===== src/rtl/gp_counter_core_if.sv =====
// Configuration, status and pin bundle between the register block and the counter core.
// Latency: none, wires only.
// Backpressure: none; levels are sampled every clock by the core.
//
// master : register block / environment side (drives config fields, ext inputs)
// slave  : counter core side (consumes config, returns counter/capture/status/pin)
interface gp_counter_core_if #(
    parameter int CNT_W  = 10,
    parameter int NUM_IN = 16
);
    logic [1:0]        mode_i;
    logic [CNT_W-1:0]  duty_cycle_i;
    logic [1:0]        frequency_selection_i;
    logic [3:0]        input_selection_i;
    logic [1:0]        trigger_selection_i;
    logic              out_function_i;
    logic [1:0]        capture_selection_i;
    logic [CNT_W-1:0]  target_value_i;
    logic              clear_i;
    logic              sw_trigger_i;
    logic [NUM_IN-1:0] ext_in_i;
    logic [CNT_W-1:0]  counter_o;
    logic [CNT_W-1:0]  captured_value_o;
    logic              tm_running_o;
    logic              out_o;

    modport master (
        output mode_i, duty_cycle_i, frequency_selection_i, input_selection_i,
               trigger_selection_i, out_function_i, capture_selection_i,
               target_value_i, clear_i, sw_trigger_i, ext_in_i,
        input  counter_o, captured_value_o, tm_running_o, out_o
    );

    modport slave (
        input  mode_i, duty_cycle_i, frequency_selection_i, input_selection_i,
               trigger_selection_i, out_function_i, capture_selection_i,
               target_value_i, clear_i, sw_trigger_i, ext_in_i,
        output counter_o, captured_value_o, tm_running_o, out_o
    );
endinterface


===== src/rtl/gp_counter_core.sv =====
// General-purpose counter execution core: PWM, edge counter, one-shot timer, edge capture.
// Latency: ext pin edge acts on the count 3 clocks later (5 with the glitch filter); outputs registered.
// Backpressure: none; config levels are consumed every clock.
//
// Ports: clk_i / rstn_i (async active-low reset); bus (gp_counter_core_if.slave) carries the
// decoded config fields, the ext_in_i pins and the counter_o / captured_value_o /
// tm_running_o / out_o readback.
// Optional build macro GP_CNT_GLITCH_FILTER_EN: 3-sample stable filter on the selected input.
module gp_counter_core #(
    parameter int CNT_W  = 10,
    parameter int NUM_IN = 16
) (
    input  logic             clk_i,
    input  logic             rstn_i,
    gp_counter_core_if.slave bus
);

    typedef enum logic {
        TM_IDLE = 1'b0,
        TM_RUN  = 1'b1
    } tm_state_t;

    localparam logic [1:0] MODE_OFF  = 2'b00;
    localparam logic [1:0] MODE_PWM  = 2'b01;
    localparam logic [1:0] MODE_EDGE = 2'b10;

    localparam logic [CNT_W-1:0] CNT_ONE = {{(CNT_W-1){1'b0}}, 1'b1};

    // ------------------------------------------------------------------
    // Input path: 2-flop synchroniser, select mux, optional filter, edge detect
    // ------------------------------------------------------------------
    logic [NUM_IN-1:0] sync1_q;
    logic [NUM_IN-1:0] sync2_q;
    logic              sel_lvl;
    logic              filt_lvl;
    logic              lvl_q;       // previous filtered level, doubles as edge-detect flop
    logic              in_rise;
    logic              in_fall;

    assign sel_lvl = sync2_q[bus.input_selection_i];

`ifdef GP_CNT_GLITCH_FILTER_EN
    // hist_q[0] is the previous sample, hist_q[1] the one before. The level only
    // moves when the current sample and both history samples agree.
    logic [1:0] hist_q;

    always_ff @(posedge clk_i or negedge rstn_i) begin
        if (!rstn_i) begin
            hist_q <= 2'b00;
        end else begin
            hist_q <= {hist_q[0], sel_lvl};
        end
    end

    assign filt_lvl = (sel_lvl == hist_q[0] && hist_q[0] == hist_q[1]) ? sel_lvl : lvl_q;
`else
    assign filt_lvl = sel_lvl;
`endif

    // Edges are taken from the combinational filtered level so the count lands on the
    // same clock that lvl_q picks the new level up.
    assign in_rise =  filt_lvl & ~lvl_q;
    assign in_fall = ~filt_lvl &  lvl_q;

    logic       sw_q;
    logic [1:0] mode_q;

    always_ff @(posedge clk_i or negedge rstn_i) begin
        if (!rstn_i) begin
            sync1_q <= '0;
            sync2_q <= '0;
            lvl_q   <= 1'b0;
            sw_q    <= 1'b0;
            mode_q  <= MODE_OFF;
        end else begin
            sync1_q <= bus.ext_in_i;
            sync2_q <= sync1_q;
            lvl_q   <= filt_lvl;
            sw_q    <= bus.sw_trigger_i;
            mode_q  <= bus.mode_i;
        end
    end

    // ------------------------------------------------------------------
    // Decode of events used by the mode logic
    // ------------------------------------------------------------------
    logic       sw_rise;
    logic       mode_chg;
    logic       cap_evt;
    logic       tm_trig;
    logic       tick;
    logic [2:0] psc_q;
    logic [2:0] psc_last;

    assign sw_rise  = bus.sw_trigger_i & ~sw_q;
    assign mode_chg = (bus.mode_i != mode_q);

    always_comb begin
        psc_last = 3'd0;
        case (bus.frequency_selection_i)
            2'b00:   psc_last = 3'd0;
            2'b01:   psc_last = 3'd1;
            2'b10:   psc_last = 3'd3;
            default: psc_last = 3'd7;
        endcase
    end

    assign tick = (psc_q == psc_last);

    assign cap_evt = (bus.capture_selection_i[0] & in_rise) |
                     (bus.capture_selection_i[1] & in_fall);

    // Software trigger starts the timer regardless of the input-edge selection.
    assign tm_trig = sw_rise |
                     (bus.trigger_selection_i[0] & in_rise) |
                     (bus.trigger_selection_i[1] & in_fall);

    // ------------------------------------------------------------------
    // Mode operation: state register + next-state logic
    // ------------------------------------------------------------------
    tm_state_t        state_q, state_d;
    logic [CNT_W-1:0] cnt_q, cnt_d;
    logic [CNT_W-1:0] cap_q, cap_d;
    logic             out_q, out_d;
    logic [2:0]       psc_d;
    logic             match;

    always_ff @(posedge clk_i or negedge rstn_i) begin
        if (!rstn_i) begin
            state_q <= TM_IDLE;
            cnt_q   <= '0;
            cap_q   <= '0;
            out_q   <= 1'b0;
            psc_q   <= 3'd0;
        end else begin
            state_q <= state_d;
            cnt_q   <= cnt_d;
            cap_q   <= cap_d;
            out_q   <= out_d;
            psc_q   <= psc_d;
        end
    end

    always_comb begin
        state_d = state_q;
        cnt_d   = cnt_q;
        cap_d   = cap_q;
        out_d   = out_q;
        psc_d   = tick ? 3'd0 : psc_q + 3'd1;
        match   = 1'b0;

        if (bus.clear_i || mode_chg) begin
            // Clear and mode change both wipe the live state; the capture register survives.
            state_d = TM_IDLE;
            cnt_d   = '0;
            out_d   = 1'b0;
            psc_d   = 3'd0;
        end else begin
            // Capture reads the count before this cycle's update.
            if (bus.mode_i != MODE_OFF && cap_evt) begin
                cap_d = cnt_q;
            end

            case (bus.mode_i)
                MODE_OFF: begin
                    state_d = TM_IDLE;
                    cnt_d   = '0;
                    out_d   = 1'b0;
                end
                MODE_PWM: begin
                    state_d = TM_IDLE;
                    out_d   = (cnt_q < bus.duty_cycle_i);
                    if (tick) begin
                        cnt_d = cnt_q + CNT_ONE;  // free-running, wraps at all-ones
                    end
                end
                MODE_EDGE: begin
                    state_d = TM_IDLE;
                    if (in_rise) begin
                        if (cnt_q == bus.target_value_i) begin
                            cnt_d = '0;
                            match = 1'b1;
                        end else begin
                            cnt_d = cnt_q + CNT_ONE;
                        end
                    end
                end
                default: begin
                    if (state_q == TM_IDLE) begin
                        // Count holds (target after a match) until the next start.
                        if (tm_trig) begin
                            state_d = TM_RUN;
                            cnt_d   = '0;
                            psc_d   = 3'd0;
                        end
                    end else if (tick) begin
                        // Equality compare: a target below the count is reached after wrap.
                        if (cnt_q == bus.target_value_i) begin
                            match   = 1'b1;
                            state_d = TM_IDLE;
                        end else begin
                            cnt_d = cnt_q + CNT_ONE;
                        end
                    end
                end
            endcase

            // Edge-counter and timer share the match-driven pin function.
            if (bus.mode_i[1]) begin
                out_d = bus.out_function_i ? (out_q ^ match) : match;
            end
        end
    end

    assign bus.counter_o        = cnt_q;
    assign bus.captured_value_o = cap_q;
    assign bus.tm_running_o     = (state_q == TM_RUN);
    assign bus.out_o            = out_q;

endmodule

===== src/flat_wrapper.sv =====
// flat-port wrapper written by rule: the top's interface ports become plain ports
module gp_counter_core_flat 
#(
    parameter int CNT_W  = 10,
    parameter int NUM_IN = 16
)
  (clk_i, rstn_i, bus_mode_i, bus_duty_cycle_i, bus_frequency_selection_i, bus_input_selection_i, bus_trigger_selection_i, bus_out_function_i, bus_capture_selection_i, bus_target_value_i, bus_clear_i, bus_sw_trigger_i, bus_ext_in_i, bus_counter_o, bus_captured_value_o, bus_tm_running_o, bus_out_o);
  gp_counter_core_if #(.CNT_W(CNT_W), .NUM_IN(NUM_IN)) bus_i ();
  input  logic clk_i;
  input  logic rstn_i;
  input wire logic [$bits(bus_i.mode_i)-1:0] bus_mode_i;
  input wire logic [$bits(bus_i.duty_cycle_i)-1:0] bus_duty_cycle_i;
  input wire logic [$bits(bus_i.frequency_selection_i)-1:0] bus_frequency_selection_i;
  input wire logic [$bits(bus_i.input_selection_i)-1:0] bus_input_selection_i;
  input wire logic [$bits(bus_i.trigger_selection_i)-1:0] bus_trigger_selection_i;
  input wire logic [$bits(bus_i.out_function_i)-1:0] bus_out_function_i;
  input wire logic [$bits(bus_i.capture_selection_i)-1:0] bus_capture_selection_i;
  input wire logic [$bits(bus_i.target_value_i)-1:0] bus_target_value_i;
  input wire logic [$bits(bus_i.clear_i)-1:0] bus_clear_i;
  input wire logic [$bits(bus_i.sw_trigger_i)-1:0] bus_sw_trigger_i;
  input wire logic [$bits(bus_i.ext_in_i)-1:0] bus_ext_in_i;
  output wire logic [$bits(bus_i.counter_o)-1:0] bus_counter_o;
  output wire logic [$bits(bus_i.captured_value_o)-1:0] bus_captured_value_o;
  output wire logic [$bits(bus_i.tm_running_o)-1:0] bus_tm_running_o;
  output wire logic [$bits(bus_i.out_o)-1:0] bus_out_o;
  assign bus_i.mode_i = bus_mode_i;
  assign bus_i.duty_cycle_i = bus_duty_cycle_i;
  assign bus_i.frequency_selection_i = bus_frequency_selection_i;
  assign bus_i.input_selection_i = bus_input_selection_i;
  assign bus_i.trigger_selection_i = bus_trigger_selection_i;
  assign bus_i.out_function_i = bus_out_function_i;
  assign bus_i.capture_selection_i = bus_capture_selection_i;
  assign bus_i.target_value_i = bus_target_value_i;
  assign bus_i.clear_i = bus_clear_i;
  assign bus_i.sw_trigger_i = bus_sw_trigger_i;
  assign bus_i.ext_in_i = bus_ext_in_i;
  assign bus_counter_o = bus_i.counter_o;
  assign bus_captured_value_o = bus_i.captured_value_o;
  assign bus_tm_running_o = bus_i.tm_running_o;
  assign bus_out_o = bus_i.out_o;
  gp_counter_core #(.CNT_W(CNT_W), .NUM_IN(NUM_IN)) u_core (.clk_i(clk_i), .rstn_i(rstn_i), .bus(bus_i));
endmodule

===== config.mk =====
export PLATFORM = sky130hd
export DESIGN_NAME = gp_counter_core_flat
export DESIGN_NICKNAME = d
export VERILOG_FILES = /design/src/rtl/gp_counter_core_if.sv /design/src/rtl/gp_counter_core.sv /design/src/flat_wrapper.sv
export SDC_FILE = /design/constraint.sdc
export NUM_CORES = 1
export LEC_CHECK = 0
export CAP_MARGIN = 10
export CORE_UTILIZATION = 52
export DETAILED_ROUTE_END_ITERATION = 16
export HOLD_SLACK_MARGIN = 0.08
export PLACE_DENSITY = 0.85
export SLEW_MARGIN = 20
export SYNTH_ARGS = -nofsm -noshare
export SYNTH_HDL_FRONTEND = slang
export SYNTH_SLANG_ARGS = --single-unit

===== constraint.sdc =====
create_clock -name clk_i -period 7.2 [get_ports clk_i]
set_clock_uncertainty 0.1 [all_clocks]
set_input_delay 1.44 -clock clk_i [delete_from_list [all_inputs] [get_ports clk_i]]
set_output_delay 1.44 -clock clk_i [all_outputs]
set_load 0.01 [all_outputs]

==> results.cfg, run 1 <==
[floorplanning]
die_y_um = 75.0
start_util = 0.542
num_rows = 26
floorplan.die_area_um2 = 5620
core_um2 = 5110
pin_count = 75
die_w_um = 75.0

[synthesis]
synth_top_family_by_area = simple AND/OR/NAND/NOR gates
synth_edf_count = 0
yosysSeqAreaShare = 0.551
synthCells = 235
avgSynthCellArea_um2 = 11.8
ys.flop_type = dfrtp_1
ys_async_sr_fraction = 1.00
synth_warnings = 0
synthAdderAreaFrac = 0.0497
synth_xor_area_frac = 0.0474
synth_area_um2 = 2770
synth_cell_types = 42
synth-simple-area-share = 0.137
synth_seq_cells = 61
synth_mux_area_frac = 0.0863
syn-num-nets = 299
synth-compound-area-share = 0.101

[global_route]
grt_overflow = 0
grt_max_degree = 62
antenna_found_initial = 0
grt_usage = 0.228
grt_pass1_wl_um = 9230
grt_pass1_vias = 2002

[timing]
worstMarginPinSlew_ns = 0.784
tns_ns = 0
rsz0062_at_grt = false
period_needed_ns = 4.53
final_hold_viol_count = 0
fmax_mhz = 221
relSlewSlack = 0.472
maxSlewViolCount = 0
period_share = 0.630
finalSetupViolations = 0

[routing]
remaining_drc_errors = 0
totalWireLength_um = 5750
drt_iter0_drc = 61
routedWlPerCell_um = 14.7
detail-route-antenna-nets = 0
vias_per_cell = 5.25
vias = 2059
drtPass1Iterations = 4

[worst_hold_path]
min_delay_path_depth = 0
hp-class = reg -> reg

[clock_network]
cts_tree = done
post_cts_resized = 0
htree_levels = 3
clkSlewWorstSetupHoldPaths_ns = 0.07
cts_setup_buffers = 0
clockBufferDepth = 2
clk_latency_ns = 0.33
cts-hold-fix-buffers = 0
cts_buffers = 9
root_buffer = clkbuf_8
cts_num_sinks = 61

[setup_path]
end_kind = flop
required_ns = 7.34
worstRegToRegCells = 7
critPathKind = in -> reg
crit_fanout = 12
start_kind = primary input
cp.arrival_ns = 4.68

[place]
hpwl_um = 4180
routabilityCongestion = 0.785
placed_cells = 376
io_buffer_count = 74

[final_layout]
diodes = 0
nFillCells = 349
nets = 381
fin_cells = 392
syn_to_final_growth_pct = 38.1
drive_above_1_share = 0.102

[power]
power_density_nw_per_um2 = 211
p_leak_nw = 1.73
ir_worst_vdd_v = 0.000191

[run_status]
status = completed

[run]
max_cap_violations = 0
## critical path, stage by stage
cell             delay, ns
clkdlybuf4s50_1       0.58
mux4_1                0.57
mux2_2                0.29
or3_1                 0.37
and4b_1               0.21
o32a_1                0.49
or2_1                 0.44
o31ai_2               0.27
## state kept, by name, indices dropped and copies added, names as in the netlist
| register | cells |
|---|---|
| u_core.bus.out_o | 1 |
| u_core.bus.counter_o | 10 |
| u_core.sw_q | 1 |
| u_core.lvl_q | 1 |
| u_core.bus.captured_value_o | 10 |
| u_core.psc_q | 3 |
| u_core.bus.tm_running_o | 1 |
| u_core.sync2_q | 16 |
| u_core.sync1_q | 16 |
| u_core.mode_q | 2 |
## logic make-up after synthesis
group                      after synthesis
and+or+nand+nor                         73
DFF                                     61
AOI/OAI and AO/OA                       41
buffers and inverters                   18
muxes                                   16
xor gates and xnor gates                15
adders and majority gates               11
## final cells by class
| cell class | instances | area, um2 | area share |
|---|---|---|---|
| inverters | 14 | 52.6 | 0.0137 |
| flip-flops and latches | 61 | 1530 | 0.399 |
| repair buffers | 75 | 743 | 0.194 |
| clock inverters | 5 | 106 | 0.0278 |
| well taps | 70 | 87.6 | 0.0229 |
| clock buffers | 11 | 141 | 0.0370 |
| multi-input cells | 156 | 1170 | 0.305 |
## per-layer routing
metal  vias up  part of all wire  global-route usage
li1        996                 -                   -
met1       999              0.45               0.298
met2        56              0.50               0.376
met3         8             0.038              0.0415
met4         0             0.015               0.101
met5         -                 0                   0
## cells in the mapped netlist, types with 2 or more instances
library cell / instances / area share
dfrtp_1: 61 / 0.55
a211oi_1: 2 / 0.0054
ha_1: 11 / 0.050
xnor2_1: 3 / 0.0095
mux4_1: 4 / 0.038
nor2_1: 18 / 0.024
mux2_2: 11 / 0.045
inv_1: 14 / 0.019
o21ai_0: 8 / 0.014
nor2b_1: 7 / 0.016
o21ai_1: 12 / 0.022
nand2b_1: 7 / 0.016
nor3_1: 3 / 0.0054
nor4_1: 2 / 0.0045
a21oi_1: 4 / 0.0072
o31ai_2: 4 / 0.018
xor2_1: 12 / 0.038
clkbuf_1: 2 / 0.0027
nand4_1: 2 / 0.0045
nand2_1: 12 / 0.016
and3_1: 7 / 0.016
nand3_1: 8 / 0.014
and4_1: 2 / 0.0063
## cells in the final DEF, fill, tap and decap left out, drive strengths merged, types with 2 or more instances in the layout
master          n
and3            7
xnor2           3
nand2          12
mux4            4
and4            2
o31ai           5
buf             2
nand2b          7
a21oi           4
ha             11
nor3            3
nor2           18
a211oi          2
nand4           2
clkdlybuf4s50  73
dfrtp          61
bufinv          3
nor4            2
nor2b           7
xor2           12
clkbuf         11
nand3           8
mux2           11
inv            15
o21ai          20
## metrics by stage
step	power [mW]	util	instance area (um2)	setup slack [ns]	hold WS, ns
after global routing	0.833	0.749	3820	2.51	0.253
after detailed placement	0.442	0.700	3580	2.31	0.235
after floorplan	0.395	-	2770	3.33	0.231
final	0.806	0.749	3820	2.67	0.244
after global placement	0.439	0.700	3580	2.41	0.233
after CTS	0.812	0.749	3820	2.67	0.250
## power by group
part	leakage [nW]	switching, mW	total (mW)	internal, mW
Clock	0.120	0.129	0.370	0.241
Sequential	0.768	0.00621	0.361	0.355
Combinational	0.843	0.0325	0.0749	0.0424
Total	1.73	0.168	0.806	0.638
## worst paths after layout
path	from	to	slack, ns
hold reg to reg	u_core.sync1_q[0]	u_core.sync2_q[0]	0.24
hold / removal	u_core.sync1_q[0]	u_core.sync2_q[0]	0.24
max in group asynchronous	rstn_i	u_core.bus.captured_value_o[7]	5.37
min in group asynchronous	rstn_i	u_core.sync1_q[4]	1.15
setup reg to reg	u_core.bus.counter_o[9]	u_core.bus.counter_o[6]	3.97
setup / recovery	bus_input_selection_i[1]	u_core.bus.counter_o[9]	2.67
Power figures use the tool's default switching activity.
==> run 2: changes to the inputs <==
--- a/config.mk
+++ b/config.mk
@@ -6,10 +6,10 @@
 export NUM_CORES = 1
 export LEC_CHECK = 0
 export CAP_MARGIN = 10
-export CORE_UTILIZATION = 52
+export CORE_UTILIZATION = 48
 export DETAILED_ROUTE_END_ITERATION = 16
 export HOLD_SLACK_MARGIN = 0.08
-export PLACE_DENSITY = 0.85
+export PLACE_DENSITY = 0.8
 export SLEW_MARGIN = 20
 export SYNTH_ARGS = -nofsm -noshare
 export SYNTH_HDL_FRONTEND = slang
==> constraint.sdc (replaced) <==
create_clock -name clk_i -period 4.2 [get_ports clk_i]
set_clock_uncertainty 0.1 [all_clocks]
set_input_delay 0.84 -clock clk_i [delete_from_list [all_inputs] [get_ports clk_i]]
set_output_delay 0.84 -clock clk_i [all_outputs]
set_load 0.01 [all_outputs]
==> run 2 against run 1 <==
Critical path depth unchanged. Die area increased by 8.1%. Sequential power increased by 71%. Worst setup slack got worse by 2.2 ns. Non-clock buffer count increased by 6. Global-route usage decreased by 2.2 points. Flip-flop and latch count unchanged. Clock power increased by 43%.
==> results.cfg, run 2 (synthesis gave the netlist of run 1 again) <==
[timing]
fmax_mhz = 271
tns_ns = 0
maxSlewViolCount = 0
period_needed_ns = 3.69
fin_ws_ns = 0.508
period_share = 0.879
worstMarginPinSlew_ns = 0.536
relSlewSlack = 0.643
finalSetupViolations = 0
timing.hold.ws_ns = 0.247
rsz0062_at_grt = false
final_hold_viol_count = 0

[routing]
detail-route-antenna-nets = 0
drt_iter0_drc = 89
vias_per_cell = 5.17
vias = 2068
drtPass1Iterations = 4
remaining_drc_errors = 0
totalWireLength_um = 5480
routedWlPerCell_um = 13.7

[power]
power_density_nw_per_um2 = 333
p_leak_nw = 1.75
finalPower_mw = 1.28
ir_worst_vdd_v = 0.000433

[setup_path]
worstReg2RegEnd = u_core.bus.counter_o[3]
crit_path_max_incr_delay_ns = 0.59
crit_fanout = 9
cp.arrival_ns = 3.85
end_kind = flop
rr_startpoint = u_core.sync2_q[2]
required_ns = 4.36
worstRegToRegCells = 7
reg2reg_slack_ns = 1.31
path_cells = clkdlybuf4s50_1, mux4_1, mux2_2, or3_1, and4b_1, o32a_1, or2_1, o31ai_2
start_kind = primary input
critPathKind = in -> reg
cpMaxStageDelayCell = clkdlybuf4s50_1

[clock_network]
clkSlewWorstSetupHoldPaths_ns = 0.07
root_buffer = clkbuf_8
cts_setup_buffers = 0
cts-hold-fix-buffers = 0
clockBufferDepth = 2
cts_tree = done
cts_num_sinks = 61
htree_levels = 3
post_cts_resized = 0
clk_latency_ns = 0.35
cts_buffers = 9

[place]
io_buffer_count = 74
place_ws_ns = 0.157
routabilityCongestion = 0.865
dpl_cell_area_um2 = 3620
placed_cells = 384
hpwl_um = 3930

[worst_hold_path]
min_delay_path_depth = 0
hp-class = reg -> reg
min_delay_worst_endpoint = u_core.sync2_q[7]
worstHoldStart = u_core.sync1_q[7]

[final_layout]
nets = 387
syn_to_final_growth_pct = 38.3
multi_input_area_um2 = 1170
nFillCells = 411
final_cell_mix = clkdlybuf4s50_1 (73), dfrtp_1 (61), nor2_1 (18)
final_core_util = 0.692
drive_above_1_share = 0.122
reg.largest.list = u_core.sync1_q x16, u_core.sync2_q x16
fin_cells = 400
regArea_um2 = 1530
design_area_um2 = 3830
diodes = 0
layout_commonest_cell = clkdlybuf4s50_1

[floorplanning]
die_w_um = 78.0
die_y_um = 78.0
core_um2 = 5540
start_util = 0.500
floorplan.die_area_um2 = 6080
pin_count = 75
num_rows = 27

[global_route]
grt_overflow = 0
grt_max_degree = 37
grt_pass1_vias = 1993
grt_usage = 0.206
grt_pass1_wl_um = 9310
antenna_found_initial = 0

[run]
max_cap_violations = 0

[run_status]
status = completed
run 2: cell count changes in the layout (fill, tap and decap cells not counted):
cell / delta
bufinv_16: -2
clkinv_4: +3
buf_4: +6
clkinvlp_4: -1
clkinv_2: +1
clkbuf_1: -1
run 2: layout make-up:
class                           count  area share
Inverter                           14      0.0137
Timing Repair Buffer               81       0.206
Multi-Input combinational cell    156       0.305
Clock inverter                      6      0.0183
Tap cell                           72      0.0235
Sequential cell                    61       0.398
Clock buffer                       10      0.0359
run 2: per-layer routing:
metal	wire (um)	up-vias	global-route usage
li1	-	1014	-
met1	2420	969	0.259
met2	2640	72	0.324
met3	322	13	0.0788
met4	91	0	0.0778
met5	0	-	0
run 2: where the power goes:
group          switching (mW)  internal (mW)  total, mW
Combinational          0.0559         0.0754      0.131
Clock                   0.236          0.294      0.529
Sequential            0.00920          0.608      0.617
run 2: critical path, delay by kind of cell:
family	cells	cell delay, ns
AO/OA/AOI/OAI	2	0.61
multiplexers	2	0.87
buffers and inverters	1	0.59
AND/OR/NAND/NOR	3	0.95
run 2: worst max path at each step:
stage | end | slack, ns | start | cells after the start
2_1_floorplan | u_core.bus.counter_o[7] | 0.93 | bus_input_selection_i[1] | 8
3_3_place_gp | u_core.bus.counter_o[9] | 0.21 | bus_input_selection_i[1] | 8
3_5_place_dp | u_core.bus.counter_o[3] | 0.16 | bus_input_selection_i[1] | 8
4_1_cts | u_core.bus.counter_o[3] | 0.53 | bus_input_selection_i[1] | 8
5_1_grt | u_core.bus.counter_o[3] | 0.36 | bus_input_selection_i[1] | 8
6_report | u_core.bus.counter_o[3] | 0.51 | bus_input_selection_i[1] | 8
==> run 3: changes to the inputs <==
--- a/config.mk
+++ b/config.mk
@@ -8,6 +8,7 @@
 export CAP_MARGIN = 10
 export CORE_UTILIZATION = 48
 export DETAILED_ROUTE_END_ITERATION = 16
+export GPL_ROUTABILITY_DRIVEN = 0
 export HOLD_SLACK_MARGIN = 0.08
 export PLACE_DENSITY = 0.8
 export SLEW_MARGIN = 20
==> results of run 3 <==
Final layout, timing and power as in run 2 (identical DEF).
==> variant (config.mk and constraints of run 3) <==
`CNT_W` is set to 10 in 3 places; all go to 5.
--- a/src/rtl/gp_counter_core_if.sv
+++ b/src/rtl/gp_counter_core_if.sv
@@ -5,7 +5,7 @@
 // master : register block / environment side (drives config fields, ext inputs)
 // slave  : counter core side (consumes config, returns counter/capture/status/pin)
 interface gp_counter_core_if #(
-    parameter int CNT_W  = 10,
+    parameter int CNT_W  = 5,
     parameter int NUM_IN = 16
 );
     logic [1:0]        mode_i;
--- a/src/rtl/gp_counter_core.sv
+++ b/src/rtl/gp_counter_core.sv
@@ -7,7 +7,7 @@
 // tm_running_o / out_o readback.
 // Optional build macro GP_CNT_GLITCH_FILTER_EN: 3-sample stable filter on the selected input.
 module gp_counter_core #(
-    parameter int CNT_W  = 10,
+    parameter int CNT_W  = 5,
     parameter int NUM_IN = 16
 ) (
     input  logic             clk_i,
--- a/src/flat_wrapper.sv
+++ b/src/flat_wrapper.sv
@@ -1,7 +1,7 @@
 // flat-port wrapper written by rule: the top's interface ports become plain ports
 module gp_counter_core_flat 
 #(
-    parameter int CNT_W  = 10,
+    parameter int CNT_W  = 5,
     parameter int NUM_IN = 16
 )
   (clk_i, rstn_i, bus_mode_i, bus_duty_cycle_i, bus_frequency_selection_i, bus_input_selection_i, bus_trigger_selection_i, bus_out_function_i, bus_capture_selection_i, bus_target_value_i, bus_clear_i, bus_sw_trigger_i, bus_ext_in_i, bus_counter_o, bus_captured_value_o, bus_tm_running_o, bus_out_o);
Ports: changed (resized bus_captured_value_o, bus_counter_o, bus_duty_cycle_i and bus_target_value_i); port bits go from 75 to 55. No check against the original RTL was run, so the function may have changed too.
==> variant against run 3 <==
  * Fmax increased by 14%
  * Die area down 21%
  * Critical path type unchanged
  * Sequential cell count is 10 lower
  * Largest cell class unchanged
  * Area after synthesis is 21% lower
  * Cell area is 25% lower
  * Routed wire length decreased by 27%
  * Power shrank 23%
  * Via count shrank 29%
  * Setup slack better by 0.46 ns
==> variant: results (changes against run 3) <==
[setup_path]
slowest_delay_ns = 0.79  ; +0.20 ns
cp_data_arrival_time_ns = 3.34  ; -0.51 ns
r2r_slack_ns = 1.70  ; +0.39 ns
crit_fanout = 8  ; -1

[logic_synthesis]
synth_commonest_cells = 51 x dfrtp_1, 11 x nand2_1, 11 x nor2_1
synth_seq_area_share = 0.585  ; +0.0335
synth-xor-area-share = 0.0361  ; -0.0113
async_reset_ff_frac = 1.00  ; unchanged
synth_mux_area_frac = 0.0779  ; -0.00833
syn_nets = 221  ; -26%
synth_area_leaders = dfrtp_1 58%, mux2i_1 3.7%, ha_1 3.4%
synth_compound_area_frac = 0.139  ; +0.0375
synthAdderAreaFrac = 0.0344  ; -0.0153

[global_routing]
grt_max_degree = 52  ; +41%
globalRouteTotalUtil = 0.192  ; -0.0142
grt_pass1_wl_um = 7160  ; -23%

[clock_tree]
numCtsBuffers = 5  ; -4
clk_latency_ns = 0.29  ; -0.06 ns
ctsHtreeMaxLevel = 2  ; -1
clkTransAtPathRegs_ns = 0.09  ; +0.02 ns

[final_layout]
layout.nets = 280  ; -28%
drive_above_1_share = 0.116  ; -0.00557
nFillCells = 339  ; -18%

[sta]
whs_ns = 0.245  ; -0.00157 ns
min_period_ns = 3.23  ; -0.458 ns

[place]
portBuffers = 54  ; -27%
pre_cts_ws_ns = 0.607  ; +0.450 ns
dp_hpwl_um = 2980  ; -24%

[detailed_routing]
wl_met2_um = 2050  ; -22%
drt_iter0_markers = 72  ; -19%
wl_met1_um = 1740  ; -28%
wire_per_inst_um = 14.1  ; +3.2%
wl_met3_um = 187  ; -42%

[pwr]
vdd_drop_max_mv = 0.221  ; -49%
p_leak_nw = 1.28  ; -27%

[status]
outcome = finished clean

-- variant: cell families after synthesis --
| logic type | count (synthesis) |
|---|---|
| AND/OR/NAND/NOR | 45 |
| AO/OA/AOI/OAI | 35 |
| buffers and inverters | 11 |
| XOR/XNOR | 9 |
| multiplexers | 15 |
| adder cells (fa/ha/maj) | 6 |
| flip-flops | 51 |
-- variant: worst paths after layout --
check / from / endpoint
worst max-delay path: bus_input_selection_i[0] / u_core.bus.counter_o[4]$_DFFE_PN0P_
worst min-delay path: u_core.sync1_q[10]$_DFF_PN0_ / u_core.sync2_q[10]$_DFF_PN0_
worst max register to register: u_core.bus.counter_o[0]$_DFFE_PN0P_ / u_core.bus.counter_o[4]$_DFFE_PN0P_
worst min register to register: u_core.sync1_q[10]$_DFF_PN0_ / u_core.sync2_q[10]$_DFF_PN0_
max in group asynchronous: rstn_i / u_core.psc_q[1]$_DFF_PN0_
min in group asynchronous: rstn_i / u_core.sync2_q[11]$_DFF_PN0_
-- variant: layer usage --
metal  GRT usage  vias up
met3      0.0509        2
met5           0        -
met4      0.0544        0
met2       0.315       34
li1            -      726
met1       0.252      702
-- variant: stage by stage --
stage	utilization	power (mW)	cells
3_5_place_dp	0.636	0.648	276
6_report	0.664	0.983	284
5_1_grt	0.664	1.03	284
3_3_place_gp	0.636	0.645	276
4_1_cts	0.664	0.992	284
2_1_floorplan	-	0.582	172
-- variant: final cells by class --
cell class | count | share of cell area
timing repair buffer | 54 | 0.186
tap | 52 | 0.0225
inverter | 9 | 0.0117
sequential | 51 | 0.441
multi-input combinational | 110 | 0.296
clock inverter | 2 | 0.0134
clock buffer | 6 | 0.0286
-- variant: power by group --
part / switching, mW / internal (mW)
sequential: 0.00958 / 0.511
combinational: 0.0514 / 0.0654
clock: 0.149 / 0.196
